$ cat src/rtl/const_pack.sv
// Shared constants and types for the TX phase-interpolator control path.
// The code width and output count are fixed here for every user of the package.
package const_pack;

  localparam int NPI            = 9;
  localparam int NOUT           = 4;
  localparam int PI_SLEW_WAIT_W = 8;

  typedef logic [NPI-1:0]            pi_code_t;
  typedef logic [NOUT-1:0][NPI-1:0]  pi_code_vec_t;

  typedef enum logic [1:0] {
    IDLE,
    UPDATE,
    SETTLE
  } pi_slew_state_t;

endpackage

$ cat src/rtl/tx_pi_slew_ctrl_if.sv
// Target handshake plus interpolator control bundle between the requester and the slew sequencer.
interface tx_pi_slew_ctrl_if;
  import const_pack::*;

  logic         tgt_valid;
  logic         tgt_ready;
  pi_code_vec_t tgt_code;
  logic         freeze;
  pi_code_vec_t ctl_pi;
  logic         ctl_valid;
  logic         busy;
  logic         done;

  modport master (
    output tgt_valid, tgt_code, freeze,
    input  tgt_ready, ctl_pi, ctl_valid, busy, done
  );

  modport slave (
    input  tgt_valid, tgt_code, freeze,
    output tgt_ready, ctl_pi, ctl_valid, busy, done
  );

endinterface

$ cat src/rtl/pi_code_stepper.sv
// One channel of the slew: moves cur toward tgt along the shortest modular path,
// by at most STEP_MAX codes; a half-circle distance resolves as an increment.
module pi_code_stepper
  import const_pack::*;
#(
  parameter int unsigned STEP_MAX = 1
) (
  input  pi_code_t i_cur,
  input  pi_code_t i_tgt,
  output pi_code_t o_next,
  output logic     o_changed
);

  localparam pi_code_t STEP = pi_code_t'(STEP_MAX);
  localparam pi_code_t HALF = pi_code_t'(1 << (NPI - 1));

  pi_code_t w_up_dist;
  pi_code_t w_dn_dist;

  assign w_up_dist = i_tgt - i_cur;
  assign w_dn_dist = i_cur - i_tgt;

  always_comb begin
    // NOTE: defaults first so every path assigns every output and no latch is inferred.
    o_next    = i_cur;
    o_changed = 1'b0;
    if (w_up_dist != '0) begin
      o_changed = 1'b1;
      if (w_up_dist <= HALF) begin
        o_next = i_cur + ((w_up_dist < STEP) ? w_up_dist : STEP);
      end else begin
        o_next = i_cur - ((w_dn_dist < STEP) ? w_dn_dist : STEP);
      end
    end
  end

endmodule

$ cat src/rtl/tx_pi_slew_ctrl.sv
// Slew sequencer for the TX interpolator codes: accepts a target set, then steps all
// channels together with a settle interval between updates until every channel lands.
module tx_pi_slew_ctrl
  import const_pack::*;
#(
  parameter int unsigned STEP_MAX = 1,
  parameter int unsigned WAIT_CYC = 4,
  parameter pi_code_t    RST_CODE = '0
) (
  input logic              clk,
  input logic              rst,
  tx_pi_slew_ctrl_if.slave bus
);

  localparam logic [PI_SLEW_WAIT_W-1:0] WAIT_LD = PI_SLEW_WAIT_W'(WAIT_CYC);

  pi_slew_state_t              r_state;
  pi_code_vec_t                r_ctl_pi;
  pi_code_vec_t                r_tgt;
  logic [PI_SLEW_WAIT_W-1:0]   r_cnt;
  logic                        r_ctl_valid;
  logic                        r_done;
  pi_code_vec_t                w_next;
  logic [NOUT-1:0]             w_changed;

  for (genvar g = 0; g < NOUT; g++) begin : g_step
    pi_code_stepper #(
      .STEP_MAX (STEP_MAX)
    ) u_step (
      .i_cur     (r_ctl_pi[g]),
      .i_tgt     (r_tgt[g]),
      .o_next    (w_next[g]),
      .o_changed (w_changed[g])
    );
  end

  always_ff @(posedge clk) begin
    if (rst) begin
      r_state     <= IDLE;
      r_ctl_pi    <= {NOUT{RST_CODE}};
      r_tgt       <= {NOUT{RST_CODE}};
      r_cnt       <= '0;
      r_ctl_valid <= 1'b0;
      r_done      <= 1'b0;
    end else begin
      // NOTE: non-blocking throughout so every register samples pre-edge values.
      r_ctl_valid <= 1'b0;
      r_done      <= 1'b0;
      case (r_state)
        IDLE: begin
          if (bus.tgt_valid) begin
            r_tgt   <= bus.tgt_code;
            r_state <= UPDATE;
          end
        end
        UPDATE: begin
          if (!bus.freeze) begin
            if (|w_changed) begin
              r_ctl_pi    <= w_next;
              r_ctl_valid <= 1'b1;
              r_cnt       <= WAIT_LD;
              r_state     <= SETTLE;
            end else begin
              r_done  <= 1'b1;
              r_state <= IDLE;
            end
          end
        end
        SETTLE: begin
          // The counter holds during freeze, stretching the interval by the freeze length.
          if (!bus.freeze) begin
            r_cnt <= r_cnt - 1'b1;
            if (r_cnt <= 1) r_state <= UPDATE;
          end
        end
        default: r_state <= IDLE;
      endcase
    end
  end

  assign bus.tgt_ready = (r_state == IDLE);
  assign bus.busy      = (r_state != IDLE);
  assign bus.ctl_pi    = r_ctl_pi;
  assign bus.ctl_valid = r_ctl_valid;
  assign bus.done      = r_done;

endmodule

$ cat src/flat_wrapper.sv
// flat-port wrapper written by rule: the top's interface ports become plain ports
module tx_pi_slew_ctrl_flat import const_pack::*;
#(
  parameter int unsigned STEP_MAX = 1,
  parameter int unsigned WAIT_CYC = 4,
  parameter pi_code_t    RST_CODE = '0
)
  (clk, rst, bus_tgt_valid, bus_tgt_code, bus_freeze, bus_tgt_ready, bus_ctl_pi, bus_ctl_valid, bus_busy, bus_done);
  tx_pi_slew_ctrl_if bus_i ();
  input logic clk;
  input logic rst;
  input wire logic [$bits(bus_i.tgt_valid)-1:0] bus_tgt_valid;
  input wire logic [$bits(bus_i.tgt_code)-1:0] bus_tgt_code;
  input wire logic [$bits(bus_i.freeze)-1:0] bus_freeze;
  output wire logic [$bits(bus_i.tgt_ready)-1:0] bus_tgt_ready;
  output wire logic [$bits(bus_i.ctl_pi)-1:0] bus_ctl_pi;
  output wire logic [$bits(bus_i.ctl_valid)-1:0] bus_ctl_valid;
  output wire logic [$bits(bus_i.busy)-1:0] bus_busy;
  output wire logic [$bits(bus_i.done)-1:0] bus_done;
  assign bus_i.tgt_valid = bus_tgt_valid;
  assign bus_i.tgt_code = bus_tgt_code;
  assign bus_i.freeze = bus_freeze;
  assign bus_tgt_ready = bus_i.tgt_ready;
  assign bus_ctl_pi = bus_i.ctl_pi;
  assign bus_ctl_valid = bus_i.ctl_valid;
  assign bus_busy = bus_i.busy;
  assign bus_done = bus_i.done;
  tx_pi_slew_ctrl #(.STEP_MAX(STEP_MAX), .WAIT_CYC(WAIT_CYC), .RST_CODE(RST_CODE)) u_core (.clk(clk), .rst(rst), .bus(bus_i));
endmodule
$ cat config.mk
export PLATFORM = sky130hd
export DESIGN_NAME = tx_pi_slew_ctrl_flat
export DESIGN_NICKNAME = d
export VERILOG_FILES = /design/src/rtl/const_pack.sv /design/src/rtl/tx_pi_slew_ctrl_if.sv /design/src/rtl/pi_code_stepper.sv /design/src/rtl/tx_pi_slew_ctrl.sv /design/src/flat_wrapper.sv
export SDC_FILE = /design/constraint.sdc
export NUM_CORES = 1
export LEC_CHECK = 0
export CORE_MARGIN = 2
export CORE_UTILIZATION = 53
export CTS_CLUSTER_DIAMETER = 100
export DETAILED_ROUTE_END_ITERATION = 8
export HOLD_SLACK_MARGIN = 0.15
export PLACE_DENSITY = 0.78
export SLEW_MARGIN = 20
export SYNTH_ARGS = -nofsm -noshare
export SYNTH_HDL_FRONTEND = slang
export SYNTH_SLANG_ARGS = --single-unit
$ cat constraint.sdc
create_clock -name clk -period 4.55 [get_ports clk]
set_input_delay 0.455 -clock clk [delete_from_list [all_inputs] [get_ports clk]]
set_output_delay 0.455 -clock clk [all_outputs]
set_load 0.01 [all_outputs]
# After elaboration in Yosys (flattened, before gate mapping)
# Cells that the tools add are included.
word_totals:
  reg_bits: 84
  latchBits: 0
  mem_bits_rw: 0
  mem_bits_ro: 0
  input_bits: 40
  output_inout_bits: 40
  wordCells: 95
  memories: 0
classes:
  n_addsub: 17
  mul: 0
  div: 0
  order_cmp: 13
  n_eq_ne: 7
  n_shift: 0
  mux: 28
  n_bitwise: 2
  reduce_logical: 16
op_table:
  columns: ["cell", "count"]
  rows:
  - ["9-bit 2-to-1 mux", 12]
  - ["9-bit subtractor", 12]
  - ["9-bit by 1-bit less-than comparator with 1-bit output, second input constant", 8]
  - ["9-bit adder", 4]
  - ["9-bit less-or-equal comparator, second input constant", 4]
  - ["9-bit nonzero test", 4]
  - ["8-bit 2-to-1 mux", 3]
  - ["4-bit AND reduction", 6]
  - ["8-bit case mux with 2 select lines", 1]
  - ["2-bit 2-to-1 mux", 5]
  - ["8-bit by 1-bit less-or-equal comparator with 1-bit output, second input constant", 1]
  - ["8-bit by 1-bit subtractor with 8-bit output, second input constant", 1]
  - ["1-bit 2-to-1 mux", 6]
  - ["2-bit inequality test, second input constant", 3]
  - ["2-bit case mux with 3 select lines", 1]
  - ["2-bit by 1-bit inequality test with 1-bit output, second input constant", 2]
  - ["2-bit nonzero test", 2]
  - ["4-bit OR reduction", 1]
  - ["3-bit OR reduction", 1]
  - ["2-bit by 1-bit == test with 1-bit output, second input constant", 1]
  - ["2-bit == test, second input constant", 1]
  - ["2-bit logical NOT", 1]
  - ["1-bit NOT", 2]
  - ["2-bit AND reduction", 1]

# Logic depth before layout (Yosys ltp)
# Gate-level depths: netlist of the first run.
depth:
  depth_word: 7
  mapped_depth: 22
  depth_no_buf: 22

# Modules after synthesis
# From an unflattened synthesis of the first run, not the netlist that was laid out.
hier_totals:
  cells_unflattened: 1081
  hier_area_um2: 8647.0
modules_own_cells:
  columns: ["mod", "instances", "cells_each", "area_each_um2", "seq_area_each_um2"]
  rows:
  - ["tx_pi_slew_ctrl", 1, 310, 2930.3, 1681.6]
  - ["pi_code_stepper at u_core.g_step[3].u_step", 1, 209, 1552.7, 0.0]
  - ["pi_code_stepper at u_core.g_step[0].u_step", 1, 196, 1400.1, 0.0]
  - ["pi_code_stepper at u_core.g_step[2].u_step", 1, 180, 1385.1, 0.0]
  - ["pi_code_stepper at u_core.g_step[1].u_step", 1, 186, 1378.8, 0.0]

# Worst setup path after synthesis of the first run
# OpenSTA, ideal clock, no wires.
synth_path:
  path_type: "reg2reg"
  startpoint: "register u_core.r_ctl_pi, in the netlist u_core.bus.ctl_pi[27]"
  endpoint: "register u_core.r_ctl_pi, in the netlist u_core.bus.ctl_pi[35]"
  setup_time_ns: 0.123
  arrival_time_ns: 4.950
  required_time_ns: 4.427
  setup_slack_ns: -0.523
  path_stages_with_launch: 22
  n_path_buf: 0
  period_less_slack_ns: 5.073
  path_cell_list: "dfxtp_1 inv_1 ha_1 fa_1 nand2b_1 a21oi_1 nor2_1 o21ai_1 nor3_1 or4b_1 nor4_2 ha_1 and2_1 fa_1 a21o_1 a21oi_1 nor2b_1 o21ai_0 a21oi_1 or4_1 a31oi_1 mux2_1"
synth_via:
  elab_chain_len: 5
  word_cells_on_any_way: 14
  cone_classes: "add/sub (4); order compare (3); mux (4); reduce/logical (3)"
synth_lines:
  columns: ["element", "line_no", "source"]
  rows:
  - ["start: declaration", "tx_pi_slew_ctrl.sv:18", "pi_code_vec_t r_ctl_pi;"]
  - ["start signal: assignment", "tx_pi_slew_ctrl.sv:40", "r_ctl_pi <= {NOUT{RST_CODE}};"]
  - ["start signal: assignment", "tx_pi_slew_ctrl.sv:59", "r_ctl_pi <= w_next;"]
  - ["9-bit subtractor, on equally long branches", "pi_code_stepper.sv:21, pi_code_stepper.sv:20", null]
  - ["9-bit by 1-bit less-than comparator with 1-bit output, or another cell as far along", "pi_code_stepper.sv:32", "o_next = i_cur - ((w_dn_dist < STEP) ? w_dn_dist : STEP);"]
  - ["9-bit 2-to-1 mux, or another cell as far along", "pi_code_stepper.sv:32", null]
  - ["9-bit subtractor, or another cell as far along", "pi_code_stepper.sv:32", null]
  - ["9-bit 2-to-1 mux or 4-bit AND reduction (tied branches)", null, null]
# Parallel ways exist; a longest one is shown, timed or not.
# A chain may end at the register's enable or synchronous reset.

# Worst setup path after layout of the first run
layout_path:
  startpoint: "register u_core.r_ctl_pi, in the netlist u_core.bus.ctl_pi[18]"
  endpoint: "register u_core.r_ctl_pi, in the netlist u_core.bus.ctl_pi[26]"
# The elaborated chain is that of the path after synthesis.

==> results.py, run 1 <==
metrics = {
    "sta": {
        "hold_viol": 0,
        "fmax_mhz": 214,
        "worst_slew_margin_rel_pct": 51.8,
        "layout_setup_ws_ps": -114,
        "whs_ps": 476,
        "tightest_slew_ps": 722,
        "post-route-min-period_ps": 4660,
        "setup_violations": 2,
        "skew_ps": 5.18,
        "slew_violations": 0,
        "rsz0062_at_grt": "true",
        "fin_crit_sh_pct": 103,
    },
    "detailed_routing": {
        "drt_pre_antenna_iters": 5,
        "drt_iter0_markers": 536,
        "num_vias": 7708,
        "drc": 0,
        "via_per_inst": 5.63,
        "antenna_left": 0,
        "drt-total-wl_microns": 21600,
        "wl_per_cell_microns": 15.7,
    },
    "critical_path": {
        "rr_worst_depth": 20,
        "regToRegSetupSlack_ps": -110,
        "reg2reg_to": "u_core.bus.ctl_pi[26]",
        "startpoint": "u_core.bus.ctl_pi[18]",
        "worstSetupPathType": "reg -> reg",
        "crit_path_end_kind": "flip-flop",
        "critPathMaxFanout": 3,
        "start_kind": "flip-flop",
        "cp.required_ps": 4790,
        "timing.rr.start": "u_core.bus.ctl_pi[18]",
        "crit_end": "u_core.bus.ctl_pi[26]",
        "worstPathArrival_ps": 4900,
    },
    "die": {
        "die_h_microns": 126,
        "core_sq_um": 14500,
        "initial_core_util_pct": 54.3,
        "num_rows": 44,
        "die-area_sq_um": 15900,
        "io_pins": 80,
        "die_w_microns": 126,
    },
    "outcome": {
        "violations": "setup timing",
        "run_status": "finished, violations left",
    },
    "synth": {
        "yosys.area_share.adder_pct": 19.2,
        "yosysMostFrequentCell": "ha_1",
        "ys_seq_area_share_pct": 21.3,
        "synth_area_leaders": "dfxtp_1 21%, ha_1 16%, a21oi_1 5.3%",
        "synth-seq-cells": 84,
        "synthArstFlopShare_pct": 0,
        "synth_edf_count": 0,
        "muxShareOfSynthArea_pct": 4.77,
        "yosysTopAreaCellShare_pct": 21.3,
        "synth_area_leader_cell": "dfxtp_1",
        "synthSimpleGateAreaFrac_pct": 22.3,
        "synth.cell_area_sq_um": 7890,
        "synth_xor_area_share_pct": 7.20,
        "syn_avg_cell_area_sq_um": 7.87,
        "synth_top_family_by_area": "simple AND/OR/NAND/NOR gates",
        "synth_cells": 1002,
        "netlist-cell-type-count": 82,
        "ys.flop_type": "dfxtp_1",
        "yosys_warnings": 0,
        "synth_compound_area_share_pct": 18.5,
        "synth_common_cells": "102 x ha_1, 94 x nor2_1, 93 x nand2_1, 89 x inv_1",
    },
    "global_route": {
        "overflow": 0,
        "grt_pass1_wl_microns": 36000,
        "grt_usage_pct": 27.2,
        "grt_pass1_vias": 7690,
        "antenna_found_initial": 0,
        "grt_max_degree": 34,
    },
    "clock_network": {
        "cts_tree": "built",
        "htreeDepth": 3,
        "clk_path_buf_depth": 2,
        "cts.clk_slew.worst_paths_ps": 60,
        "cts_made_buffers": 9,
        "insertion_delay_ps": 350,
        "cts.sinks": 84,
        "ctsHoldBuffers": 0,
        "cts_root_buf": "clkbuf_16",
    },
    "placed_design": {
        "gp_congestion": 0.870,
        "dp_hpwl_microns": 15900,
        "dp_cells": 1337,
        "numPortBuffers": 79,
    },
    "finish": {
        "fillers": 1146,
        "drive_above_1_share_pct": 20.4,
        "syn_to_final_growth_pct": 30.4,
        "antenna_cells": 0,
        "nets": 1334,
        "final_cells": 1369,
        "final_util_pct": 70.8,
    },
    "flow_run": {
        "drv_cap": 0,
    },
    "hold_path": {
        "hold_path.class": "reg -> reg",
    },
}
## worst max-delay path: stages (launching register included)
cell and delay (ps):
dfxtp_1 350, buf_4 120, inv_1 30, ha_1 210
fa_2 350, xor2_1 150, nand3_1 120, nor3_2 200
o2111ai_2 190, nor4_4 360, ha_2 320, and2_1 170
fa_2 370, a21o_1 190, a211oi_2 210, nor2_1 90
nor4_1 190, nor2_1 110, mux2_2 290, o31ai_2 190
mux2_1 340
## through the flow
stage | area [sq um] | setup slack [ps] | setup TNS [ps]
finish | 10300 | -114 | -191
global route | 10300 | -335 | -945
CTS | 10100 | -93.4 | -239
detailed placement | 9650 | -286 | -848
global placement | 9650 | -164 | -348
floorplan | 7980 | -89.9 | -89.9
## per-layer routing
metal	GRT usage, %	vias to the layer above	wire length (microns)
met3	5.23	54	1110
met4	9.70	0	628
met5	0	-	0
met2	45.3	222	10100
met1	35.3	3621	9710
li1	-	3811	-
## how the worst min path moves through the flow
stage / start / end / slack, ps / cells after the start
after floorplan: u_core.r_tgt[17] / u_core.r_tgt[17] / 450 / 2
after global placement: u_core.r_tgt[17] / u_core.r_tgt[17] / 460 / 2
after detailed placement: u_core.r_tgt[17] / u_core.r_tgt[17] / 470 / 2
after CTS: u_core.r_tgt[17] / u_core.r_tgt[17] / 480 / 2
after global routing: u_core.r_tgt[0] / u_core.r_tgt[0] / 510 / 2
final: u_core.r_tgt[17] / u_core.r_tgt[17] / 480 / 2
## layout by cell type (no fill, tap or decap), types with 22 or more instances in the layout
| cell | n |
|---|---|
| nor2b_1 | 36 |
| mux2i_1 | 32 |
| a21oi_1 | 75 |
| nor2_1 | 93 |
| nand2_1 | 93 |
| dfxtp_1 | 73 |
| buf_4 | 127 |
| nor3_1 | 22 |
| ha_1 | 95 |
| xnor2_1 | 39 |
| inv_1 | 86 |
| clkdlybuf4s50_1 | 78 |
| xor2_1 | 24 |
## sequential cells by signal, summed over array words and instances, names as in the netlist
register and flops:
u_core.bus.done 1, u_core.r_tgt 36, u_core.r_cnt 8, u_core.r_state 2, u_core.bus.ctl_valid 1, u_core.bus.ctl_pi 36
## cell families (layout without fill, tap and decap cells)
family,count (synthesis),count (layout)
AO/OA/AOI/OAI,223,223
other,1,4
AND/OR/NAND/NOR,348,348
adder cells (fa/ha/maj),114,114
buffers and inverters,131,311
multiplexers,37,37
flip-flops,84,84
XOR/XNOR,64,64
## timing repair
item	4_1_cts	5_1_grt
setup endpoints to repair	5	5
gates cloned	0	0
pin swaps	33	19
resized for setup	32	32
setup buffers	11	5
## layout make-up
cell class              count  area (sq um)  area share [%]
well taps                 184           230            2.24
repair buffers            206          1740            16.9
clock inverters             5          60.1           0.584
inverters                  89           334            3.25
flip-flops and latches     84          1700            16.5
multi-input cells         790          5980            58.2
clock buffers              11           243            2.36
Power of run 1 is not shown: default switching activity piles up to over one toggle a cycle in this logic, so the estimate is an artifact.
==> run 2: changes to the inputs <==
SKIP_LAST_GASP = 1   (was default)
==> run 2 against run 1 <==
Net effect:
- the flow still finishes with violations (setup timing)
- first-iteration DRC count decreased by 2.8%
- fmax hardly changed
- routed wire length is essentially flat
- final area decreased by 0.23%
- via count decreased by 0.23%
==> results.py, run 2 (synthesis results as in run 1) <==
metrics = {
    "clock_network": {
        "cts_root_buf": "clkbuf_16",
        "clk_path_buf_depth": 2,
        "cts.clk_slew.worst_paths_ps": 60,
        "cts.sinks": 84,
        "htreeDepth": 3,
        "cts_tree": "built",
        "insertion_delay_ps": 350,
        "cts_made_buffers": 9,
    },
    "finish": {
        "design_area_sq_um": 10300,
        "antenna_cells": 0,
        "syn_to_final_growth_pct": 30.1,
        "final_cell_mix": "127 x buf_4, 95 x ha_1, 93 x nand2_1, 93 x nor2_1, 86 x inv_1",
        "fillers": 1155,
        "final_common_cell": "buf_4",
        "drive_above_1_share_pct": 19.9,
        "nets": 1334,
    },
    "critical_path": {
        "cpMaxStageDelayCell": "fa_2",
        "worstSetupPathType": "reg -> reg",
        "slowest_delay_ps": 370,
        "cp_cell_sequence": "buf_4, inv_1, ha_1, fa_2, xor2_1, nand3_1, nor3_2, o2111ai_2, nor4_4, ha_2, and2_1, fa_2, a21o_1, a211oi_2, nor2_1, nor4_1, nor2_1, mux2_2, o31ai_2, mux2_1",
        "critPathMaxFanout": 3,
        "worstPathArrival_ps": 4910,
        "start_kind": "flip-flop",
        "regToRegSetupSlack_ps": -110,
        "worst-path-buf-inv": 2,
        "path_delay_family": "adder cells",
        "reg2reg_to": "u_core.bus.ctl_pi[26]",
        "timing.rr.start": "u_core.bus.ctl_pi[18]",
        "cp.required_ps": 4790,
        "crit_path_end_kind": "flip-flop",
        "rr_worst_depth": 20,
    },
    "sta": {
        "post-route-min-period_ps": 4660,
        "setup_violations": 3,
        "worst_slew_margin_rel_pct": 51.8,
        "rsz0062_at_grt": "true",
        "fmax_mhz": 214,
        "setup_tns_ps": -245,
        "tightest_slew_ps": 722,
        "slew_violations": 0,
        "layout_setup_ws_ps": -115,
        "fin_crit_sh_pct": 103,
        "hold_viol": 0,
        "skew_ps": 4.83,
        "whs_ps": 476,
    },
    "placed_design": {
        "numPortBuffers": 79,
        "dp_hpwl_microns": 15900,
        "pre_cts_slack_ps": -286,
        "gp_congestion": 0.870,
        "post_dp_cell_area_sq_um": 9650,
    },
    "hold_path": {
        "hold_depth": 2,
        "hold_path.class": "reg -> reg",
        "min_to": "u_core.r_tgt[17]",
        "min_from": "u_core.r_tgt[17]",
    },
    "die": {
        "core_sq_um": 14500,
        "num_rows": 44,
        "die_h_microns": 126,
        "io_pins": 80,
        "initial_core_util_pct": 54.3,
        "die-area_sq_um": 15900,
        "die_w_microns": 126,
    },
    "flow_run": {
        "drv_cap": 0,
    },
    "global_route": {
        "overflow": 0,
        "grt_pass1_wl_microns": 36000,
        "grt_most_used_layer": "met2",
        "grt_max_degree": 34,
        "globalRouteMet3Util_pct": 5.23,
        "grt_pass1_vias": 7690,
        "grt_usage_pct": 27.2,
        "antenna_found_initial": 0,
        "grt_use_met1_pct": 35.3,
        "met2_usage_pct": 45.3,
    },
    "detailed_routing": {
        "drt-total-wl_microns": 21500,
        "drc": 0,
        "antenna_left": 0,
        "drt_iter0_markers": 521,
        "num_vias": 7690,
        "drt_pre_antenna_iters": 5,
        "via_per_inst": 5.62,
        "wl_per_cell_microns": 15.7,
    },
    "outcome": {
        "violations": "setup timing",
        "run_status": "finished, violations left",
    },
}
[run 2: cell counts in the layout (fill, tap and decap cells not counted)]
No cell type changed its count.
[run 2: worst max path at each step]
stage,to,depth (start not counted),from
2_1_floorplan,u_core.bus.ctl_pi[35],21,u_core.bus.ctl_pi[27]
3_3_place_gp,u_core.bus.ctl_pi[35],21,u_core.bus.ctl_pi[27]
3_5_place_dp,u_core.bus.ctl_pi[35],21,u_core.bus.ctl_pi[27]
4_1_cts,u_core.bus.ctl_pi[26],20,u_core.bus.ctl_pi[18]
5_1_grt,u_core.bus.ctl_pi[26],20,u_core.bus.ctl_pi[18]
6_report,u_core.bus.ctl_pi[26],20,u_core.bus.ctl_pi[18]
[run 2: metal layers]
metal  wire length [microns]  vias to the layer above
met3                    1110                       49
met1                    9680                     3628
li1                        -                     3808
met2                   10100                      205
met5                       0                        -
met4                     606                        0
[run 2: tightest hold or removal path, cell delays in order, from the launching register on]
cell and delay (ps):
dfxtp_1 320, nand2_1 60, a21oi_1 50
[run 2: timing repair]
item	CTS	global route
hold buffers	0	0
pin swaps	33	19
endpoints found under the hold margin	0	0
endpoints found under the setup margin	5	6
resized for setup	31	25
setup buffers	11	5
cloned	0	0
[run 2: final cells by class]
type	count	area, sq um	area share (%)
repair buffers	206	1740	16.9
well taps	184	230	2.24
flip-flops and latches	84	1700	16.5
multi-input cells	790	5960	58.1
clock buffers	11	243	2.37
clock inverters	5	60.1	0.585
inverters	89	334	3.26
[run 2: through the flow]
step                      std cells  util [%]
after floorplan                1005         -
after global placement         1337      66.4
after detailed placement       1337      66.4
after CTS                      1364      69.7
after global routing           1369      70.6
final                          1369      70.6
Power of run 2 is left out for the same reason.
==> run 3: changes to the inputs <==
ABC_CLOCK_PERIOD_IN_PS = 4550   (was default)
==> results of run 3 <==
Same layout as run 2: the final DEF is identical, and so are final timing and power.
Power of run 3 is left out for the same reason.
